### src/rtl/eth_tx_arbiter.sv
// Packet-level weighted round-robin arbiter merging two 64-bit AXI-Stream sources onto
// the Ethernet MAC TX stream. It has programmable weights and per-port packet counters.
module eth_tx_arbiter #(
   parameter int REG_AWIDTH = 14,
   parameter int BASE       = 0,
   parameter int DEFAULT_W0 = 4,
   parameter int DEFAULT_W1 = 1
) (
   input  logic                  clk,
   input  logic                  reset_n,
   input  logic                  reg_wr_req,
   input  logic [REG_AWIDTH-1:0] reg_wr_addr,
   input  logic [31:0]           reg_wr_data,
   input  logic                  reg_rd_req,
   input  logic [REG_AWIDTH-1:0] reg_rd_addr,
   output logic                  reg_rd_resp,
   output logic [31:0]           reg_rd_data,
   input  logic [63:0]           s0_tdata,
   input  logic [3:0]            s0_tuser,
   input  logic                  s0_tlast,
   input  logic                  s0_tvalid,
   output logic                  s0_tready,
   input  logic [63:0]           s1_tdata,
   input  logic [3:0]            s1_tuser,
   input  logic                  s1_tlast,
   input  logic                  s1_tvalid,
   output logic                  s1_tready,
   output logic [63:0]           m_tdata,
   output logic [3:0]            m_tuser,
   output logic                  m_tlast,
   output logic                  m_tvalid,
   input  logic                  m_tready
);
   typedef enum logic [1:0] {IDLE = 2'd0, GRANT0 = 2'd1, GRANT1 = 2'd2} state_t;

   localparam logic [REG_AWIDTH-1:0] ADDR_WEIGHT = REG_AWIDTH'(BASE);
   localparam logic [REG_AWIDTH-1:0] ADDR_CNT0   = REG_AWIDTH'(BASE + 4);
   localparam logic [REG_AWIDTH-1:0] ADDR_CNT1   = REG_AWIDTH'(BASE + 8);
   localparam logic [REG_AWIDTH-1:0] ADDR_CLR    = REG_AWIDTH'(BASE + 12);

   state_t      state_q;
   logic        last_q;
   logic [7:0]  credit_q;
   logic [7:0]  w0_q, w1_q;
   logic [7:0]  eff_w0, eff_w1;
   logic [31:0] cnt0_q, cnt0_d, cnt1_q, cnt1_d;
   logic        rd_resp_q;
   logic [31:0] rd_data_q;
   logic        rd_hit;
   logic [31:0] rd_mux;
   logic        pref, pref_vld, other_vld, gnt, eop;
   logic        cnt_clr;
   logic        unused_wr_bits;

   assign unused_wr_bits = ^reg_wr_data[31:16];

   // A programmed weight of zero still allows one packet per turn.
   assign eff_w0 = (w0_q == 8'd0) ? 8'd1 : w0_q;
   assign eff_w1 = (w1_q == 8'd0) ? 8'd1 : w1_q;

   assign pref      = (credit_q != 8'd0) ? last_q : ~last_q;
   assign pref_vld  = pref ? s1_tvalid : s0_tvalid;
   assign other_vld = pref ? s0_tvalid : s1_tvalid;
   assign gnt       = pref_vld ? pref : ~pref;
   assign eop       = m_tvalid & m_tready & m_tlast;

   // The mux is combinational so that reset clears the grant, and m_tvalid, at once.
   always_comb begin
      m_tdata   = s0_tdata;
      m_tuser   = s0_tuser;
      m_tlast   = s0_tlast;
      m_tvalid  = 1'b0;
      s0_tready = 1'b0;
      s1_tready = 1'b0;
      case (state_q)
         GRANT0: begin
            m_tvalid  = s0_tvalid;
            s0_tready = m_tready;
         end
         GRANT1: begin
            m_tdata   = s1_tdata;
            m_tuser   = s1_tuser;
            m_tlast   = s1_tlast;
            m_tvalid  = s1_tvalid;
            s1_tready = m_tready;
         end
         default: ;
      endcase
   end

   always_ff @(posedge clk or negedge reset_n) begin
      if (!reset_n) begin
         state_q  <= IDLE;
         last_q   <= 1'b1;
         credit_q <= 8'd0;
      end else begin
         case (state_q)
            IDLE: begin
               if (pref_vld | other_vld) begin
                  state_q <= gnt ? GRANT1 : GRANT0;
                  if ((gnt != last_q) || (credit_q == 8'd0))
                     credit_q <= gnt ? eff_w1 : eff_w0;
               end
            end
            GRANT0, GRANT1: begin
               if (eop) begin
                  credit_q <= credit_q - 8'd1;
                  last_q   <= (state_q == GRANT1);
                  state_q  <= IDLE;
               end
            end
            default: state_q <= IDLE;
         endcase
      end
   end

   assign cnt_clr = reg_wr_req && (reg_wr_addr == ADDR_CLR) && reg_wr_data[0];

   // A clear takes priority over an end-of-packet increment in the same cycle.
   always_comb begin
      cnt0_d = cnt0_q;
      cnt1_d = cnt1_q;
      if (cnt_clr) begin
         cnt0_d = 32'd0;
         cnt1_d = 32'd0;
      end else if (eop) begin
         if (state_q == GRANT0) cnt0_d = cnt0_q + 32'd1;
         if (state_q == GRANT1) cnt1_d = cnt1_q + 32'd1;
      end
   end

   always_comb begin
      rd_hit = 1'b0;
      rd_mux = 32'd0;
      if (reg_rd_req) begin
         case (reg_rd_addr)
            ADDR_WEIGHT: begin rd_hit = 1'b1; rd_mux = {16'd0, w1_q, w0_q}; end
            ADDR_CNT0:   begin rd_hit = 1'b1; rd_mux = cnt0_q; end
            ADDR_CNT1:   begin rd_hit = 1'b1; rd_mux = cnt1_q; end
            ADDR_CLR:    begin rd_hit = 1'b1; rd_mux = 32'd0; end
            default: ;
         endcase
      end
   end

   always_ff @(posedge clk or negedge reset_n) begin
      if (!reset_n) begin
         w0_q      <= 8'(DEFAULT_W0);
         w1_q      <= 8'(DEFAULT_W1);
         cnt0_q    <= 32'd0;
         cnt1_q    <= 32'd0;
         rd_resp_q <= 1'b0;
         rd_data_q <= 32'd0;
      end else begin
         if (reg_wr_req && (reg_wr_addr == ADDR_WEIGHT)) begin
            w0_q <= reg_wr_data[7:0];
            w1_q <= reg_wr_data[15:8];
         end
         cnt0_q    <= cnt0_d;
         cnt1_q    <= cnt1_d;
         rd_resp_q <= rd_hit;
         if (rd_hit) rd_data_q <= rd_mux;
      end
   end

   assign reg_rd_resp = rd_resp_q;
   assign reg_rd_data = rd_data_q;

endmodule

### config.mk
export PLATFORM = sky130hd
export DESIGN_NAME = eth_tx_arbiter
export DESIGN_NICKNAME = d
export VERILOG_FILES = /design/src/rtl/eth_tx_arbiter.sv
export SDC_FILE = /design/constraint.sdc
export NUM_CORES = 1
export LEC_CHECK = 0
export ABC_AREA = 1
export BUFFER_PORTS_ARGS = -buffer_cell sky130_fd_sc_hd__buf_2
export CAP_MARGIN = 20
export CORE_MARGIN = 4
export CORE_UTILIZATION = 54
export DETAILED_ROUTE_END_ITERATION = 12
export PLACE_DENSITY = 0.92
export SYNTH_ARGS = -nofsm -noshare
export SYNTH_HDL_FRONTEND = slang
export SYNTH_SLANG_ARGS = --single-unit
### constraint.sdc
create_clock -name clk -period 3.9 [get_ports clk]
set_input_delay 1.17 -clock clk [delete_from_list [all_inputs] [get_ports clk]]
set_output_delay 1.17 -clock clk [all_outputs]
set_load 0.02 [all_outputs]
==> results of run 1 <==
stage by stage:
stage                     hold WS [ns]  setup WS (ns)  instance area (sq um)
after detailed placement        0.4744         0.6781                  10100
final                           0.4814         0.1691                  10720
after global routing            0.5070        0.07208                  10710
after floorplan                 0.4488          1.053                   8549
after CTS                       0.4901         0.2066                  10710
after global placement          0.4622         0.7240                  10100
final cells by class:
| class | count | area [sq um] |
|---|---|---|
| multi-input combinational | 987 | 4692 |
| fill | 1337 | 4648 |
| sequential | 124 | 3107 |
| timing repair buffer | 301 | 1541 |
| inverter | 133 | 500.5 |
| clock buffer | 18 | 439.2 |
| tap | 211 | 264.0 |
| clock inverter | 14 | 168.9 |
| antenna | 4 | 10.01 |
power by group:
group | internal, mW | switching (mW) | leakage [nW]
logic | 0.778 | 1.85 | 4.14
clock network | 1.02 | 0.641 | 0.285
registers | 1.49 | 0.197 | 1.49
per-layer routing:
layer,vias up,GRT usage [%]
met1,4602,43.49
met2,570,58.06
li1,4751,-
met5,-,0
met3,98,11.22
met4,10,13.37
final timing paths:
path / start / endpoint / depth (start not counted) / slack, ns
setup / recovery: state_q[0]$_DFFE_PN0P_ / m_tdata[48] / 6 / 0.17
min in group asynchronous: reset_n / reg_rd_data[30]$_DFFE_PN0P_ / 1 / 0.77
hold / removal: credit_q[0]$_DFFE_PN0P_ / credit_q[0]$_DFFE_PN0P_ / 2 / 0.48
hold reg to reg: credit_q[0]$_DFFE_PN0P_ / credit_q[0]$_DFFE_PN0P_ / 2 / 0.48
max in group asynchronous: reset_n / last_q$_DFFE_PN1P_ / 2 / 2.34
setup reg to reg: state_q[0]$_DFFE_PN0P_ / cnt0_q[4]$_DFFE_PN0P_ / 12 / 0.85
critical path: stages, from the launching register on:
cell                       delay [ns]
sky130_fd_sc_hd__dfrtp_1         0.40
sky130_fd_sc_hd__inv_1           0.11
sky130_fd_sc_hd__ha_2            0.21
sky130_fd_sc_hd__clkinv_2        0.65
sky130_fd_sc_hd__nand2_1         0.36
sky130_fd_sc_hd__nand2_1         0.14
sky130_fd_sc_hd__buf_2           0.19
sequential cells by signal (all words and copies together), names as in the netlist:
name,cells
cnt0_q,32
reg_rd_data,32
credit_q,8
w0_q,8
cnt1_q,32
reg_rd_resp,1
w1_q,8
state_q,2
last_q,1
placed cells by master (no fill, tap or decap), drive strengths merged, types with 15 or more instances in the layout:
cell / n
clkbuf: 18
inv: 134
nand4: 47
nand2: 511
dfrtp: 121
o21ai: 62
nor2: 113
nand3: 114
nor3: 46
o221ai: 16
o22ai: 16
mux2: 15
buf: 301
a21oi: 17
kinds of logic after synthesis:
family | count (synthesis)
and+or+nand+nor | 842
buffers and inverters | 181
DFF | 124
AOI/OAI and AO/OA | 114
muxes | 15
xor gates and xnor gates | 8
adders and majority gates | 8
==> metrics.md, run 1 <==
| Metric | Value |
|---|---|
| Number of non-filler instances in the completed layout | `1792` |
| Most frequently used cell type in the post-synthesis netlist | `sky130_fd_sc_hd__nand2_1` |
| Largest area contributor in the netlist | `sky130_fd_sc_hd__dfrtp_1` |
| Maximum vdd drop | `0.4699 mV` |
| Slew at the pin closest to its max-slew limit | `0.8862 ns` |
| Worst Path Required | `2.73 ns` |
| Slew Limit Headroom | `40.92%` |
| Critical path capture point type | `output pin` |
| Global-route wire length before repair | `49280 microns` |
| DRT iter0 DRCs | `1171` |
| Maximum number of pins on one net before global-route repair | `70` |
| Count of hold buffers inserted by post-cts repair | `0` |
| Total grt overflow | `0` |
| Placer Congestion | `0.9676` |
| Sum of negative setup slack | `0 ns` |
| Final net count | `1777` |
| Routed metal-1 wire length | `12630 microns` |
| Final setup violating endpoints | `0` |
| Max Slew Vio Count | `0` |
| GRT Overall Usage | `a little over a third` |
| Type of element launching the critical path | `flop` |
| Number of design rule violations left after detail routing | `0` |
| Final worst-path cycle share | `between 90% and 100%` |
| Mux contribution to synthesized area | `roughly 2.0%` |
| Cell total after placement | `1756` |
| First-pass DRT Iterations | `6` |
| Number of warnings printed during yosys synthesis | `0` |
| Unrepaired setup endpoints after global routing | `false` |
| Pwr Total | `between 5 and 6 mW` |
| Number of clock sinks | `124` |
| Cell area power density | `557.4 nW/um^2` |
| Main combinational cell family by area after synthesis | `simple AND/OR/NAND/NOR gates` |
| Number of buffers added on ports | `293` |
| Post-cts gate resize count | `0` |
| Synthesis-to-finish area growth | `25.42%` |
| Final setup skew | `0.007358 ns` |
| Via density | `approximately 5.6` |
| Via count of the first global-routing pass | `9185` |
| Fraction of final layout cells with drive strength greater than 1 | `25.11%` |
| Total I/O pin count | `310` |
| Outcome | `completed` |
| Clk buf depth | `2` |
| Worst-path fanout max | `between 60 and 70` |
| Area of the core | `15370 sq um` |
| TritonCTS clock tree | `built` |
| Chip Width | `between 100 and 150 microns` |
| Predominant post-synthesis flop cell | `sky130_fd_sc_hd__dfrtp_1` |
| Antenna violations before repair | `8` |
| Die ar. | `17910 sq um` |
| Post-Syn Area per Cell | `between 6 and 7 sq um` |
| CTS root buffer | `sky130_fd_sc_hd__clkbuf_16` |
| Simple-gate share of the synthesized area | `43.04%` |
| Net count after synthesis | `1505` |
| Top layer used by detailed routing | `met5` |
| Proportion of synthesized chip area in sequential cells | `between 30% and 40%` |
| Max_cap viols | `0` |
| Top-area cell type share of the netlist area | `35.42%` |
| Post-Synth XOR/XNOR Area | `0.8196%` |
| Distinct cell type count after synthesis | `45` |
| Path class of the lowest-slack min-delay path | `reg2reg` |
| Met2 WL post-DR | `15200 microns` |
| Leading cell types by total area after synthesis | `sky130_fd_sc_hd__dfrtp_1, sky130_fd_sc_hd__nand2_1, sky130_fd_sc_hd__nand3_1` |
| Post-route antenna net violation count | `0` |
| Routed wire length | `32660 microns` |
| Flops & latches, synth | `124` |
| Post-Syn Area | `~8500 sq um` |
| Highest clock rate | `0.2680 GHz` |
| Syn Inst Count | `1292` |
| Vertical extent of the die | `133.8 microns` |
| Adder-cell area share of the yosys netlist | `1.171%` |
| Post-CTS setup buffer count | `0` |
| Post-CTS clock slew at the launch and capture registers of the worst setup and hold paths | `0.06 ns` |
| Initial core utilization | `55.62%` |
| Final core utilization | `approximately 70%` |
| Critical path class | `reg2out` |
| Via total after detailed routing | `10030` |
| Number of clock buffers inserted by TritonCTS | `17` |
| FFs w/ async S/R, synth | `100.0%` |
| Clock Latency Late Sink | `approximately 0.44 ns` |
| Critical Path AT | `2.56 ns` |
| Most used standard cells in the synthesized netlist | `sky130_fd_sc_hd__nand2_1, sky130_fd_sc_hd__inv_1, sky130_fd_sc_hd__dfrtp_1` |
| Total number of placement rows | `45` |
| Post-synth EDFFs | `0` |
| Half-perimeter wire length after placement | `25550 microns` |
| Synth Area in Compound Gates | `7.844%` |
| Leakage power of the design | `5.914 nW` |
| Average wire per standard cell | `18.23 microns` |
| Htree depth | `4` |
| Final Hold Vio Count | `0` |
| Minimum clock period after layout | `roughly 3.7 ns` |
| Detailed route wirelength on metal3 | `3464 microns` |
Power figures use the tool's default switching activity.
==> run 2: changes to the inputs <==
--- a/config.mk
+++ b/config.mk
@@ -6,12 +6,12 @@
 export NUM_CORES = 1
 export LEC_CHECK = 0
 export ABC_AREA = 1
-export BUFFER_PORTS_ARGS = -buffer_cell sky130_fd_sc_hd__buf_2
 export CAP_MARGIN = 20
 export CORE_MARGIN = 4
 export CORE_UTILIZATION = 54
 export DETAILED_ROUTE_END_ITERATION = 12
-export PLACE_DENSITY = 0.92
+export DONT_BUFFER_PORTS = 1
+export PLACE_DENSITY = 0.75
 export SYNTH_ARGS = -nofsm -noshare
 export SYNTH_HDL_FRONTEND = slang
 export SYNTH_SLANG_ARGS = --single-unit
==> metrics.md, run 2 (synthesized netlist as in run 1, its figures left out) <==
| Metric | Value |
|---|---|
| Synthesis-to-finish area growth | `8.342%` |
| Global-route wire length before repair | `51240 microns` |
| Via total after detailed routing | `9073` |
| Cell area power density | `~600 nW/um^2` |
| Number of design rule violations left after detail routing | `0` |
| Via count of the first global-routing pass | `8224` |
| Half-perimeter wire length after placement | `28400 microns` |
| Post-route cell area | `9263 sq um` |
| Final setup skew | `around 0.012 ns` |
| Placer Congestion | `1.040` |
| Maximum number of pins on one net before global-route repair | `125` |
| Max Slew Vio Count | `0` |
| DRT iter0 DRCs | `1183` |
| Post-CTS clock slew at the launch and capture registers of the worst setup and hold paths | `0.06 ns` |
| Post-CTS setup buffer count | `0` |
| TritonCTS clock tree | `built` |
| GRT Overall Usage | `38.96%` |
| Worst-path fanout max | `69` |
| First-pass DRT Iterations | `6` |
| Count of hold buffers inserted by post-cts repair | `0` |
| Chip Width | `133.8 microns` |
| Highest clock rate | `between 0.2 and 0.3 GHz` |
| Minimum clock period after layout | `around 3.5 ns` |
| Clock Latency Late Sink | `0.43 ns` |
| Maximum vdd drop | `0.6266 mV` |
| Path class of the lowest-slack min-delay path | `in2async` |
| Max_cap viols | `0` |
| Clk buf depth | `2` |
| Via density | `between 5 and 6` |
| Htree depth | `4` |
| CP dominant cell by count | `sky130_fd_sc_hd__nand2_1` |
| Outcome | `completed` |
| Die ar. | `about 18000 sq um` |
| Leakage power of the design | `4.676 nW` |
| Slew at the pin closest to its max-slew limit | `approximately 0.85 ns` |
| Most frequent cells in the layout | `sky130_fd_sc_hd__nand2_1, sky130_fd_sc_hd__inv_1, sky130_fd_sc_hd__dfrtp_1` |
| Total grt overflow | `0` |
| Sum of negative setup slack | `0 ns` |
| Antenna violations before repair | `23` |
| Critical Path AT | `about 2.4 ns` |
| Initial core utilization | `between 50% and 60%` |
| Final net count | `approximately 1500` |
| Post-cts gate resize count | `0` |
| Number of fillers in the final layout | `~1500` |
| CTS root buffer | `sky130_fd_sc_hd__clkbuf_16` |
| Area after detailed placement | `8616 sq um` |
| Final setup violating endpoints | `0` |
| Worst stage delay on the critical path | `0.62 ns` |
| Average wire per standard cell | `23.46 microns` |
| Number of clock sinks | `124` |
| Total number of placement rows | `between 40 and 50` |
| Slew Limit Headroom | `between 40% and 50%` |
| Number of buffers added on ports | `0` |
| Type of element launching the critical path | `flop` |
| Unrepaired setup endpoints after global routing | `false` |
| Post-route antenna net violation count | `0` |
| Vertical extent of the die | `133.8 microns` |
| Most common cell after layout, fill and taps aside | `sky130_fd_sc_hd__nand2_1` |
| Cell with the largest stage delay on the worst path | `sky130_fd_sc_hd__clkinv_2` |
| Final worst-path cycle share | `90.20%` |
| Number of clock buffers inserted by TritonCTS | `17` |
| Crit path cell chain | `inv_1 -> ha_2 -> clkinv_2 -> nand2_1 -> nand2_1` |
| Critical path class | `reg2out` |
| Area of the core | `between 15000 and 20000 sq um` |
| Critical path capture point type | `output pin` |
| Worst Path Required | `between 2 and 3 ns` |
| Final Hold Vio Count | `0` |
| Fraction of final layout cells with drive strength greater than 1 | `7.950%` |
| Routed wire length | `35640 microns` |
| Total I/O pin count | `a little over 300` |
==> run 2: cell type report <==
cell class,instances,area (sq um),share of cell area [%]
antenna,25,62.56,0.6754
multi-input combinational,987,4692,50.66
sequential,124,3107,33.54
clock buffer,18,439.2,4.741
tap,211,264.0,2.850
inverter,133,500.5,5.403
timing repair buffer,7,52.55,0.5673
clock inverter,14,145.1,1.567
==> run 2: metal layers <==
layer	vias up	track usage, %	part of all wire, %
met1	4211	48.03	36
met4	6	29.43	7.6
met5	-	0	0.11
li1	4185	-	-
met2	557	58.23	46
met3	114	10.58	10
==> run 2: power breakdown <==
group          internal, mW  switching [mW]
sequential             1.49           0.197
clock                 0.955           0.629
combinational         0.550            1.70
total                  3.00            2.53
==> run 2: worst paths after layout <==
path	startpoint	end	slack, ns	cells past startpoint
setup / recovery	state_q[0]$_DFFE_PN0P_	m_tdata[42]	0.38	5
hold / removal	reset_n	cnt0_q[24]$_DFFE_PN0P_	0.43	0
setup reg to reg	state_q[0]$_DFFE_PN0P_	cnt0_q[24]$_DFFE_PN0P_	0.85	12
hold reg to reg	credit_q[0]$_DFFE_PN0P_	credit_q[0]$_DFFE_PN0P_	0.48	2
max in group asynchronous	reset_n	w0_q[2]$_DFFE_PN1P_	3.25	0
min in group clk	credit_q[0]$_DFFE_PN0P_	credit_q[0]$_DFFE_PN0P_	0.48	2
==> run 2: through the flow <==
step                      std cells  utilization (%)  worst slack [ns]  hold WS [ns]  power (mW)
after floorplan                1292                -             1.053        0.4488       3.426
after global placement         1462            56.05            0.9184        0.4615       3.881
after global routing           1515            60.20            0.1770        0.4248       5.872
final                          1519            60.26            0.3824        0.4346       5.525
after CTS                      1494            59.85            0.4259        0.4315       5.503
after detailed placement       1462            56.05            0.8913        0.4725       3.908
==> run 2: worst max-delay path: cells and delay by family (launching register included) <==
| family | cells | cell delay [ns] |
|---|---|---|
| adder cells (fa/ha/maj) | 1 | 0.21 |
| buffers and inverters | 2 | 0.74 |
| AND/OR/NAND/NOR | 2 | 0.52 |
| flip-flops | 1 | 0.40 |
==> run 3: changes to the inputs <==
--- a/config.mk
+++ b/config.mk
@@ -11,7 +11,7 @@
 export CORE_UTILIZATION = 54
 export DETAILED_ROUTE_END_ITERATION = 12
 export DONT_BUFFER_PORTS = 1
-export PLACE_DENSITY = 0.75
+export PLACE_DENSITY = 0.72
 export SYNTH_ARGS = -nofsm -noshare
 export SYNTH_HDL_FRONTEND = slang
 export SYNTH_SLANG_ARGS = --single-unit
==> metrics.md, run 3 (synthesized netlist as in run 1, its figures left out) <==
| Metric | Value |
|---|---|
| Critical path capture point type | `output pin` |
| Cell area power density | `630.8 nW/um^2` |
| Half-perimeter wire length after placement | `26700 microns` |
| Final worst-path cycle share | `87.19%` |
| Routed wire length | `33700 microns` |
| Clock Latency Late Sink | `0.43 ns` |
| Placer Congestion | `0.9735` |
| Critical path class | `reg2out` |
| Total number of placement rows | `45` |
| Fraction of final layout cells with drive strength greater than 1 | `8.016%` |
| Maximum number of pins on one net before global-route repair | `around 130` |
| Critical path launch point | `state_q[0]$_DFFE_PN0P_` |
| Count of hold buffers inserted by post-cts repair | `0` |
| TritonCTS clock tree | `built` |
| Cell with the largest stage delay on the worst path | `sky130_fd_sc_hd__dfrtp_1` |
| Final core utilization | `60.77%` |
| Via density | `5.931` |
| Initial core utilization | `55.62%` |
| Htree depth | `4` |
| Slew at the pin closest to its max-slew limit | `0.7975 ns` |
| Post-CTS clock slew at the launch and capture registers of the worst setup and hold paths | `0.06 ns` |
| GRT Overall Usage | `36.85%` |
| Number of buffers added on ports | `0` |
| Worst path top cell family by delay | `buffers and inverters` |
| Sum of negative setup slack | `0 ns` |
| Via count of the first global-routing pass | `8041` |
| Setup slack after layout | `0.4997 ns` |
| Area of the core | `approximately 15000 sq um` |
| Leakage power of the design | `4.751 nW` |
| Average wire per standard cell | `22.51 microns` |
| Post-CTS setup buffer count | `0` |
| Post-cts gate resize count | `0` |
| CTS root buffer | `sky130_fd_sc_hd__clkbuf_16` |
| Final setup violating endpoints | `0` |
| Unrepaired setup endpoints after global routing | `false` |
| CP dominant cell by count | `sky130_fd_sc_hd__nand2_1` |
| Worst-path fanout max | `38` |
| Type of element launching the critical path | `flop` |
| Final setup skew | `a little under 0.006 ns` |
| Start of the worst register-to-register path | `state_q[0]$_DFFE_PN0P_` |
| Chip Width | `133.8 microns` |
| Worst Path Required | `2.73 ns` |
| Via total after detailed routing | `8879` |
| Most common cell after layout, fill and taps aside | `sky130_fd_sc_hd__nand2_1` |
| Total I/O pin count | `310` |
| Max_cap viols | `0` |
| Outcome | `completed` |
| Most frequent cells in the layout | `sky130_fd_sc_hd__nand2_1, sky130_fd_sc_hd__inv_1, sky130_fd_sc_hd__dfrtp_1` |
| Number of clock buffers inserted by TritonCTS | `17` |
| Total grt overflow | `0` |
| Number of design rule violations left after detail routing | `0` |
| Final Hold Vio Count | `0` |
| Vertical extent of the die | `133.8 microns` |
| Global-route wire length before repair | `about 50000 microns` |
| Clk buf depth | `2` |
| Post-route antenna net violation count | `0` |
| Slew Limit Headroom | `46.69%` |
| Minimum clock period after layout | `3.400 ns` |
| First-pass DRT Iterations | `5` |
| Crit path cell chain | `inv_1 -> ha_2 -> clkinv_2 -> buf_4 -> nand2_1 -> nand2_1` |
| Final net count | `approximately 1500` |
| Path class of the lowest-slack min-delay path | `in2async` |
| Total buffers and inverters traversed by the critical path | `3` |
| Critical Path AT | `2.23 ns` |
| Synthesis-to-finish area growth | `9.249%` |
| DRT iter0 DRCs | `844` |
| Highest clock rate | `0.2941 GHz` |
| Pre-CTS setup slack | `0.8664 ns` |
| Number of clock sinks | `between 100 and 150` |
| Maximum vdd drop | `0.4413 mV` |
| Die ar. | `17910 sq um` |
| Worst stage delay on the critical path | `0.41 ns` |
| Antenna violations before repair | `4` |
| Max Slew Vio Count | `0` |
==> run 3: worst paths after layout <==
| kind | to | slack (ns) | cells after the start |
|---|---|---|---|
| max | m_tdata[2] | 0.50 | 6 |
| min | cnt0_q[25]$_DFFE_PN0P_ | 0.44 | 0 |
| max reg2reg | cnt0_q[9]$_DFFE_PN0P_ | 1.13 | 13 |
| min reg2reg | credit_q[0]$_DFFE_PN0P_ | 0.49 | 2 |
| max in group asynchronous | last_q$_DFFE_PN1P_ | 3.08 | 0 |
| min in group clk | credit_q[0]$_DFFE_PN0P_ | 0.49 | 2 |
==> run 3: metrics by stage <==
step	cell area (sq um)	hold WS [ns]	total power, mW	instances
finish	9340	0.4404	5.892	1497
global route	9338	0.4246	6.216	1496
CTS	9338	0.4289	5.881	1496
detailed placement	8631	0.4734	3.965	1464
global placement	8631	0.4690	3.930	1464
floorplan	8549	0.4488	3.426	1292
==> run 3: power breakdown <==
| part | internal (mW) | switching [mW] |
|---|---|---|
| registers | 1.49 | 0.198 |
| logic | 0.555 | 1.73 |
| clock network | 1.31 | 0.600 |
| total | 3.36 | 2.53 |
==> run 3: metal layers <==
layer | track usage, % | routed length, microns | vias up
met4 | 26.23 | 2682 | 8
met3 | 9.677 | 2886 | 105
met1 | 45.09 | 12710 | 4137
li1 | - | - | 4165
met5 | 0 | 50 | -
met2 | 56.49 | 15380 | 464
==> run 3: layout make-up <==
class,count,area [sq um]
multi-input combinational,987,4692
timing repair buffer,9,67.56
sequential,124,3107
antenna,1,2.502
clock buffer,21,470.5
fill,1490,6031
tap,211,264.0
clock inverter,11,236.5
inverter,133,500.5
